==> config.mk <==
export PLATFORM = sky130hd
export DESIGN_NAME = tea
export DESIGN_NICKNAME = d
export VERILOG_FILES = /design/src/rtl/tea_pkg.sv /design/src/rtl/tea_engine.sv /design/src/rtl/tea.sv
export SDC_FILE = /design/constraint.sdc
export NUM_CORES = 1
export LEC_CHECK = 0
export BUFFER_PORTS_ARGS = -buffer_cell sky130_fd_sc_hd__buf_4
export CAP_MARGIN = 0
export CORE_MARGIN = 2
export CORE_UTILIZATION = 65
export CTS_BUF_LIST = sky130_fd_sc_hd__clkbuf_4 sky130_fd_sc_hd__clkbuf_8 sky130_fd_sc_hd__clkbuf_16
export DETAILED_ROUTE_END_ITERATION = 8
export PLACE_DENSITY = 0.87
export SETUP_SLACK_MARGIN = 0.15
export SYNTH_ARGS = -nofsm -noshare
export SYNTH_HDL_FRONTEND = slang
export SYNTH_SLANG_ARGS = --single-unit
==> constraint.sdc <==
create_clock -name clk -period 25 [get_ports clk]
set_input_delay 5 -clock clk [delete_from_list [all_inputs] [get_ports clk]]
set_output_delay 5 -clock clk [all_outputs]
set_load 0.1 [all_outputs]
==> src/rtl/tea_pkg.sv <==
`default_nettype none
// ============================================================================
//  Module  : tea_pkg
//  Brief   : Shared constants, state encoding and round function for tea.
//  Rev     : 1.0  initial release
// ============================================================================
package tea_pkg;

    localparam logic [31:0]       DELTA        = 32'h9E37_79B9;
    localparam logic [31:0]       SUM_DEC_INIT = 32'hC6EF_3720;
    localparam int                ROUNDS       = 32;

    localparam logic [3:0][31:0]  KEY          = '0;
    localparam logic [31:0]       PT0          = 32'h0000_0000;
    localparam logic [31:0]       PT1          = 32'h0000_0000;
    localparam logic [31:0]       CT0          = 32'h41EA_3A0A;
    localparam logic [31:0]       CT1          = 32'h94BA_A940;

    typedef enum logic [1:0] {
        ST_IDLE = 2'd0,
        ST_RUN  = 2'd1,
        ST_DONE = 2'd2
    } eng_state_t;

    function automatic logic [31:0] tea_f(
        input logic [31:0] x,
        input logic [31:0] s,
        input logic [31:0] ka,
        input logic [31:0] kb
    );
        return ((x << 4) + ka) ^ (x + s) ^ ((x >> 5) + kb);
    endfunction

endpackage
`default_nettype wire

==> src/rtl/tea_engine.sv <==
`default_nettype none
// ============================================================================
//  Module  : tea_engine
//  Brief   : Iterative TEA engine, one full cycle per clock, 32 cycles total.
//  Rev     : 1.0  initial release
// ============================================================================
module tea_engine
    import tea_pkg::*;
#(
    parameter bit DECRYPT = 1'b0
) (
    input  logic        clk,
    input  logic        rst,
    input  logic        run,
    output logic [31:0] v0,
    output logic [31:0] v1,
    output logic        done
);

    localparam logic [31:0] V0_INIT  = DECRYPT ? CT0 : PT0;
    localparam logic [31:0] V1_INIT  = DECRYPT ? CT1 : PT1;
    localparam logic [31:0] SUM_INIT = DECRYPT ? SUM_DEC_INIT : 32'h0;
    localparam logic [5:0]  LAST     = 6'(ROUNDS);

    eng_state_t  state_q, state_d;
    logic [31:0] v0_q, v0_d;
    logic [31:0] v1_q, v1_d;
    logic [31:0] sum_q, sum_d;
    logic [5:0]  count_q, count_d;

    logic [31:0] v0_nxt, v1_nxt, sum_nxt;

    if (DECRYPT) begin : g_dec
        logic [31:0] v1_t;
        assign v1_t    = v1_q - tea_f(v0_q, sum_q, KEY[2], KEY[3]);
        assign v1_nxt  = v1_t;
        assign v0_nxt  = v0_q - tea_f(v1_t, sum_q, KEY[0], KEY[1]);
        assign sum_nxt = sum_q - DELTA;
    end else begin : g_enc
        // Encrypt uses the already-advanced sum within the same cycle.
        logic [31:0] s_t;
        logic [31:0] v0_t;
        assign s_t     = sum_q + DELTA;
        assign v0_t    = v0_q + tea_f(v1_q, s_t, KEY[0], KEY[1]);
        assign v0_nxt  = v0_t;
        assign v1_nxt  = v1_q + tea_f(v0_t, s_t, KEY[2], KEY[3]);
        assign sum_nxt = s_t;
    end

    always_comb begin
        state_d = state_q;
        v0_d    = v0_q;
        v1_d    = v1_q;
        sum_d   = sum_q;
        count_d = count_q;
        case (state_q)
            ST_IDLE, ST_RUN: begin
                if (run) begin
                    v0_d    = v0_nxt;
                    v1_d    = v1_nxt;
                    sum_d   = sum_nxt;
                    count_d = count_q + 6'd1;
                    state_d = (count_d == LAST) ? ST_DONE : ST_RUN;
                end
            end
            ST_DONE: state_d = ST_DONE;
            default: state_d = ST_IDLE;
        endcase
    end

    always_ff @(posedge clk) begin
        if (rst) begin
            state_q <= ST_IDLE;
            v0_q    <= V0_INIT;
            v1_q    <= V1_INIT;
            sum_q   <= SUM_INIT;
            count_q <= 6'd0;
        end else begin
            state_q <= state_d;
            v0_q    <= v0_d;
            v1_q    <= v1_d;
            sum_q   <= sum_d;
            count_q <= count_d;
        end
    end

    assign v0   = v0_q;
    assign v1   = v1_q;
    assign done = (state_q == ST_DONE);

endmodule
`default_nettype wire

==> src/rtl/tea.sv <==
`default_nettype none
// ============================================================================
//  Module  : tea
//  Brief   : Self-checking TEA demo: encrypt and decrypt engines with match flags.
//  Rev     : 1.0  initial release
// ============================================================================
module tea
    import tea_pkg::*;
(
    input  logic clk,
    input  logic reset_enc,
    input  logic reset_dec,
    input  logic run_enc,
    input  logic run_dec,
    output logic done_enc,
    output logic done_dec,
    output logic v0_out_enc,
    output logic v1_out_enc,
    output logic v0_out_dec,
    output logic v1_out_dec
);

    logic [31:0] enc_v0, enc_v1;
    logic [31:0] dec_v0, dec_v1;

    tea_engine #(.DECRYPT(1'b0)) u_enc (
        .clk  (clk),
        .rst  (reset_enc),
        .run  (run_enc),
        .v0   (enc_v0),
        .v1   (enc_v1),
        .done (done_enc)
    );

    tea_engine #(.DECRYPT(1'b1)) u_dec (
        .clk  (clk),
        .rst  (reset_dec),
        .run  (run_dec),
        .v0   (dec_v0),
        .v1   (dec_v1),
        .done (done_dec)
    );

    assign v0_out_enc = done_enc && (enc_v0 == CT0);
    assign v1_out_enc = done_enc && (enc_v1 == CT1);
    assign v0_out_dec = done_dec && (dec_v0 == PT0);
    assign v1_out_dec = done_dec && (dec_v1 == PT1);

endmodule
`default_nettype wire

# After elaboration in Yosys (flattened, before gate mapping)
# Cells that the tools add are included.
# totals
regBits	208
input_bits	5
output_inout_bits	6
elab_cells	58
# op_classes
addsub	12
n_eq_ne	10
mux	6
n_bitwise	8
reduce_logical	12
# ops
operator	count
$add 32x32->32	6
$xor 32x27->32	4
$xor 32x32->32	4
$logic_not 32->1	2
$sub 32x32->32	2
$add 32x32->32 const B	1
$eq 32x31->1 const B	1
$eq 32x32->1 const B	1
$sub 32x32->32 const B	1
$add 6x1->6 const B	2
$eq 6x6->1 const B	2
$mux 2	4
$pmux 2 s2	2
$eq 2x1->1 const B	2
$eq 2x2->1 const B	2
$logic_and 1x1->1	4
$logic_not 2->1	2
$ne 2x2->1 const B	2
$reduce_and 2->1	2
$reduce_or 2->1	2

# Longest topological paths before layout
# logic_depth
ltp_word	9
depth_mapped	44

# By module
# From an unflattened synthesis, not the netlist that was laid out.
# hier_totals
cells_unflattened	2871
hier_area_um2	22420.3
# by_module_without_submodules
mod	n_inst	cells_per_inst	area_per_inst_um2	seq_area_each_um2
tea_engine at u_enc	1	1439	11202.0	2082.0
tea_engine at u_dec	1	1384	10854.2	2082.0
tea	1	48	364.1	0.0

# Least setup slack after synthesis
# No wires, ideal clock.
# synth_timing
kind	register to output
startpoint	register u_enc.state_q[1]
endpoint	output v1_out_enc
arrival_ps	4854
required_ps	20000
slack_ps	15146
path_stages_with_launch	4
n_path_buf	0
path_cell_list	dfxtp_1 -> nor2b_1 -> nand2_1 -> nor4_1
# synth_between
elab_chain_len	2
# synth_lines
item	line	text
start: declaration	tea_engine.sv:25	eng_state_t state_q, state_d;
start signal: assignment	tea_engine.sv:79	state_q <= state_d;
$eq 2x2->1	tea_engine.sv:89	assign done = (state_q == ST_DONE);
via done_enc	tea.sv:15	output logic done_enc,
$logic_and 1x1->1	tea.sv:45	assign v1_out_enc = done_enc && (enc_v1 == CT1);
end: declaration	tea.sv:18	output logic v1_out_enc,
# The timed path passes the listed nets, and every way through them passes these cells.

# Final worst setup path
# layout_timing
startpoint	register u_dec.v0_q[0] (netlist: u_dec.v0[0])
endpoint	register u_dec.v0_q[31] (netlist: u_dec.v0[31])
# layout_between
elab_chain_len	8
# layout_lines
item	line	text
start: declaration	tea_engine.sv:26	logic [31:0] v0_q, v0_d;
start signal: assignment	tea_engine.sv:80	v0_q <= v0_d;
$add 32x32->32	tea_pkg.sv:31	return ((x << 4) + ka) ^ (x + s) ^ ((x >> 5) + kb);
$xor 32x32->32 (*)	tea_pkg.sv:31	
$xor 32x27->32 (*)	tea_pkg.sv:31	
$sub 32x32->32 (*)	tea_engine.sv:35	assign v1_t = v1_q - tea_f(v0_q, sum_q, KEY[2], KEY[3]);
via u_dec.g_dec.v1_t[19]	tea_engine.sv:34	logic [31:0] v1_t;
$add 32x32->32	tea_pkg.sv:31	
$xor 32x32->32	tea_pkg.sv:31	
$xor 32x27->32 (*)	tea_pkg.sv:31	
$sub 32x32->32 (*)	tea_engine.sv:37	assign v0_nxt = v0_q - tea_f(v1_t, sum_q, KEY[0], KEY[1]);
# Mark *: on every way through the listed nets, which the timed path passes. The rest lies on a longest branch.
# A chain may end at the register's enable or synchronous reset.

==> metrics.csv <==
stage,metric,value,unit
outcome,status,completed,
synthesis,post-synthesis cell type count,83,
detailed_routing,post-route ant nets,0,
global_routing,initial antenna violation count,0,
synthesis,"top cells by area, synth","dfxtp_1 (19%), xnor2_1 (15%), ha_1 (14%)",
worst_setup_path,CP Buf/Inv Count,0,
die,die area,35700,µm²
detailed_routing,Routed Wire Length,62300,µm
global_routing,grt ovf,0,
synthesis,Synth area leader,dfxtp_1,
clock_network,post-CTS setup buffer count,0,
global_routing,first-pass GRT wire length,102000,µm
placed_design,port bufs,10,
timing,final setup TNS,0,ps
die,core area,33600,µm²
synthesis,Post-Syn Area,22200,µm²
timing,Max Slew Vio Count,0,
synthesis,"Seq/Total Area, Yosys",18.7,%
job,Max Cap Violations,0,
cells_and_area,fin nets,3106,
detailed_routing,Vias,20946,
placed_design,# placed instances,3257,
global_routing,vias in the first global route,20509,
timing,final hold vios,0,
worst_setup_path,CP max FO,7,
clock_network,Post-CTS Hold Buffers,0,
synthesis,post-synthesis adder-cell area fraction,15.1,%
clock_network,Resize count post-CTS,0,
clock_network,worst-skew pair later-pin latency,560,ps
clock_network,clock root buffer master,clkbuf_16,
cells_and_area,Non-Filler Instances,3305,
synthesis,XOR/XNOR Fraction of Synth Area,20.8,%
synthesis,mux cell area share after synthesis,0.191,%
timing,Final Skew,10.6,ps
die,Core Rows,67,
timing,Max Fclk,95.8,MHz
synthesis,top-area cell type share of the netlist area,18.7,%
clock_network,CTS sink cnt,208,
clock_network,H-tree levels,1,
worst_setup_path,critical path type,flip-flop to flip-flop,
timing,worst-margin pin slew,929,ps
cells_and_area,# fillers,2708,
synthesis,Post-synth EDFFs,0,
clock_network,clock buffer count from CTS,26,
synthesis,Synth Flop Type,dfxtp_1,
worst_setup_path,Crit path top cell by count,ha_1,
detailed_routing,DR iter-0 viols,1441,
die,DIE HEIGHT,189,µm
synthesis,simple-gate share of the synthesized area,18.2,%
worst_setup_path,Worst setup EP type,flip-flop,
synthesis,syn avg cell area,7.78,µm²
placed_design,Final GP Congestion,0.987,
timing,crit share post-route,41.8,%
die,I/O pin count,11,
worst_setup_path,WP data required,25440,ps
clock_network,CTS tree,yes,
worst_setup_path,arrival time worst endpoint,10880,ps
detailed_routing,# DRC,0,
placed_design,HPWL Detailed,47200,µm
cells_and_area,share of layout cells above drive strength 1,3.99,%
global_routing,largest net degree at the start of global routing,84,
die,Die W,189,µm
synthesis,Mapped Cells,2858,
timing,RSZ-0062 raised after global routing,no,
detailed_routing,DRT Pass-1 Iters,5,
worst_setup_path,Max stage delay on crit path,620,ps
synthesis,main combinational cell family by area after synthesis,compound AO/OA/AOI/OAI gates,
worst_hold_path,Hold WC Path Type,flip-flop to flip-flop,
global_routing,total global-route track usage,34.6,%
synthesis,"FF+latch count, synth",208,
timing,relative max-transition margin,38.1,%
clock_network,Max Root-Sink Buffers,3,
cells_and_area,antenna cell count,0,
worst_setup_path,Startpoint Class,flip-flop,
timing,Setup-failing EPs final,0,
cells_and_area,area grow syn2layout,6.40,%
worst_setup_path,CP max stage cell,a2111oi_0,
die,starting density of the core,66.1,%
synthesis,Yosys warning total,0,
timing,Tmin final,10440,ps
synthesis,Synth Area in Compound Gates,24.2,%
worst_setup_path,cell family with most CP delay,compound AO/OA/AOI/OAI gates,
detailed_routing,vias per cell,6.34,
synthesis,fraction of registers with async set/reset,0,%
detailed_routing,DR WL/cell,18.8,µm
synthesis,Syn Nets,3127,
clock_network,clock-pin slew on the worst setup and hold paths,60,ps
cells_and_area,post-layout util,70.3,%
## worst min-delay path, stage by stage (launching register included)
cell,delay (ps)
dfxtp_1,320
nand2_1,60
a21oi_1,50
## cell usage after synthesis, types with 55 or more instances
| master | instances |
|---|---|
| dfxtp_1 | 208 |
| o21ai_0 | 134 |
| nand2_1 | 355 |
| a21o_1 | 135 |
| nor2_1 | 161 |
| ha_1 | 256 |
| clkbuf_1 | 60 |
| a21oi_1 | 309 |
| xnor2_1 | 368 |
| inv_1 | 90 |
| xor2_1 | 151 |
| nand3_1 | 59 |
| nor3_1 | 55 |
## layer usage
layer  GRT usage (%)  up-vias  share of wire (%)
li1                -    10178                  -
met1            42.9     9868                 41
met2            60.4      730                 48
met3            4.24      170                6.8
met4            14.5        0                4.0
met5               0        -                  0
## final cells by class
class	instances	area [µm²]	share of cell area, %
clock buffer	34	753	3.19
inverter	91	342	1.44
multi-input combinational	2488	17500	73.8
clock inverter	14	209	0.884
sequential	208	4160	17.6
tap	448	561	2.37
timing repair buffer	22	165	0.699
## through the flow
| step | hold slack (ps) | setup WS [ps] | cell area (µm²) |
|---|---|---|---|
| floorplan | 429 | 15150 | 22200 |
| global placement | 458 | 15060 | 22700 |
| detailed placement | 472 | 14800 | 22700 |
| CTS | 481 | 14780 | 23600 |
| global route | 503 | 14050 | 23600 |
| finish | 478 | 14560 | 23600 |
## layout by cell type (no fill, tap or decap), drive strengths merged, types with 10 or more instances in the layout
| master | count |
|---|---|
| nand4 | 22 |
| o21a | 33 |
| nor2 | 161 |
| o21bai | 38 |
| a211o | 10 |
| nor2b | 29 |
| a211oi | 31 |
| clkbuf | 34 |
| nand2 | 355 |
| xnor2 | 368 |
| xor2 | 151 |
| ha | 256 |
| nand2b | 35 |
| a21o | 136 |
| and2 | 12 |
| o211ai | 27 |
| o21ai | 140 |
| inv | 90 |
| or3 | 35 |
| dfxtp | 208 |
| nor3 | 57 |
| o41ai | 10 |
| buf | 22 |
| a31oi | 28 |
| and3 | 23 |
| a21boi | 11 |
| or2 | 12 |
| a21oi | 311 |
| nand3 | 59 |
| nor4 | 24 |
## kinds of logic after synthesis
group                      after synthesis
DFF                                    208
xor gates and xnor gates               522
muxes                                    4
AOI/OAI and AO/OA                      839
and+or+nand+nor                        859
buffers and inverters                  162
adders and majority gates              264
## worst paths after layout
kind                          from               end  slack, ps  depth (start not counted)
setup reg to reg       u_dec.v0[0]      u_dec.v0[31]      14560                         37
hold / removal    u_enc.count_q[1]  u_enc.count_q[1]        480                          2
setup / recovery       u_dec.v0[0]      u_dec.v0[31]      14560                         37
hold reg to reg   u_enc.count_q[1]  u_enc.count_q[1]        480                          2
## registers in the layout (all words and copies together) (netlist names)
register,cells
u_enc.v1,32
u_dec.v0,32
u_dec.sum_q,32
u_enc.sum_q,32
u_dec.v1,32
u_enc.count_q,6
u_dec.count_q,6
u_enc.v0,32
u_dec.state_q,2
u_enc.state_q,2
Power is left out: the tool's default activity adds up to more than one toggle a clock period on the data nets, which glitch-free logic cannot reach.
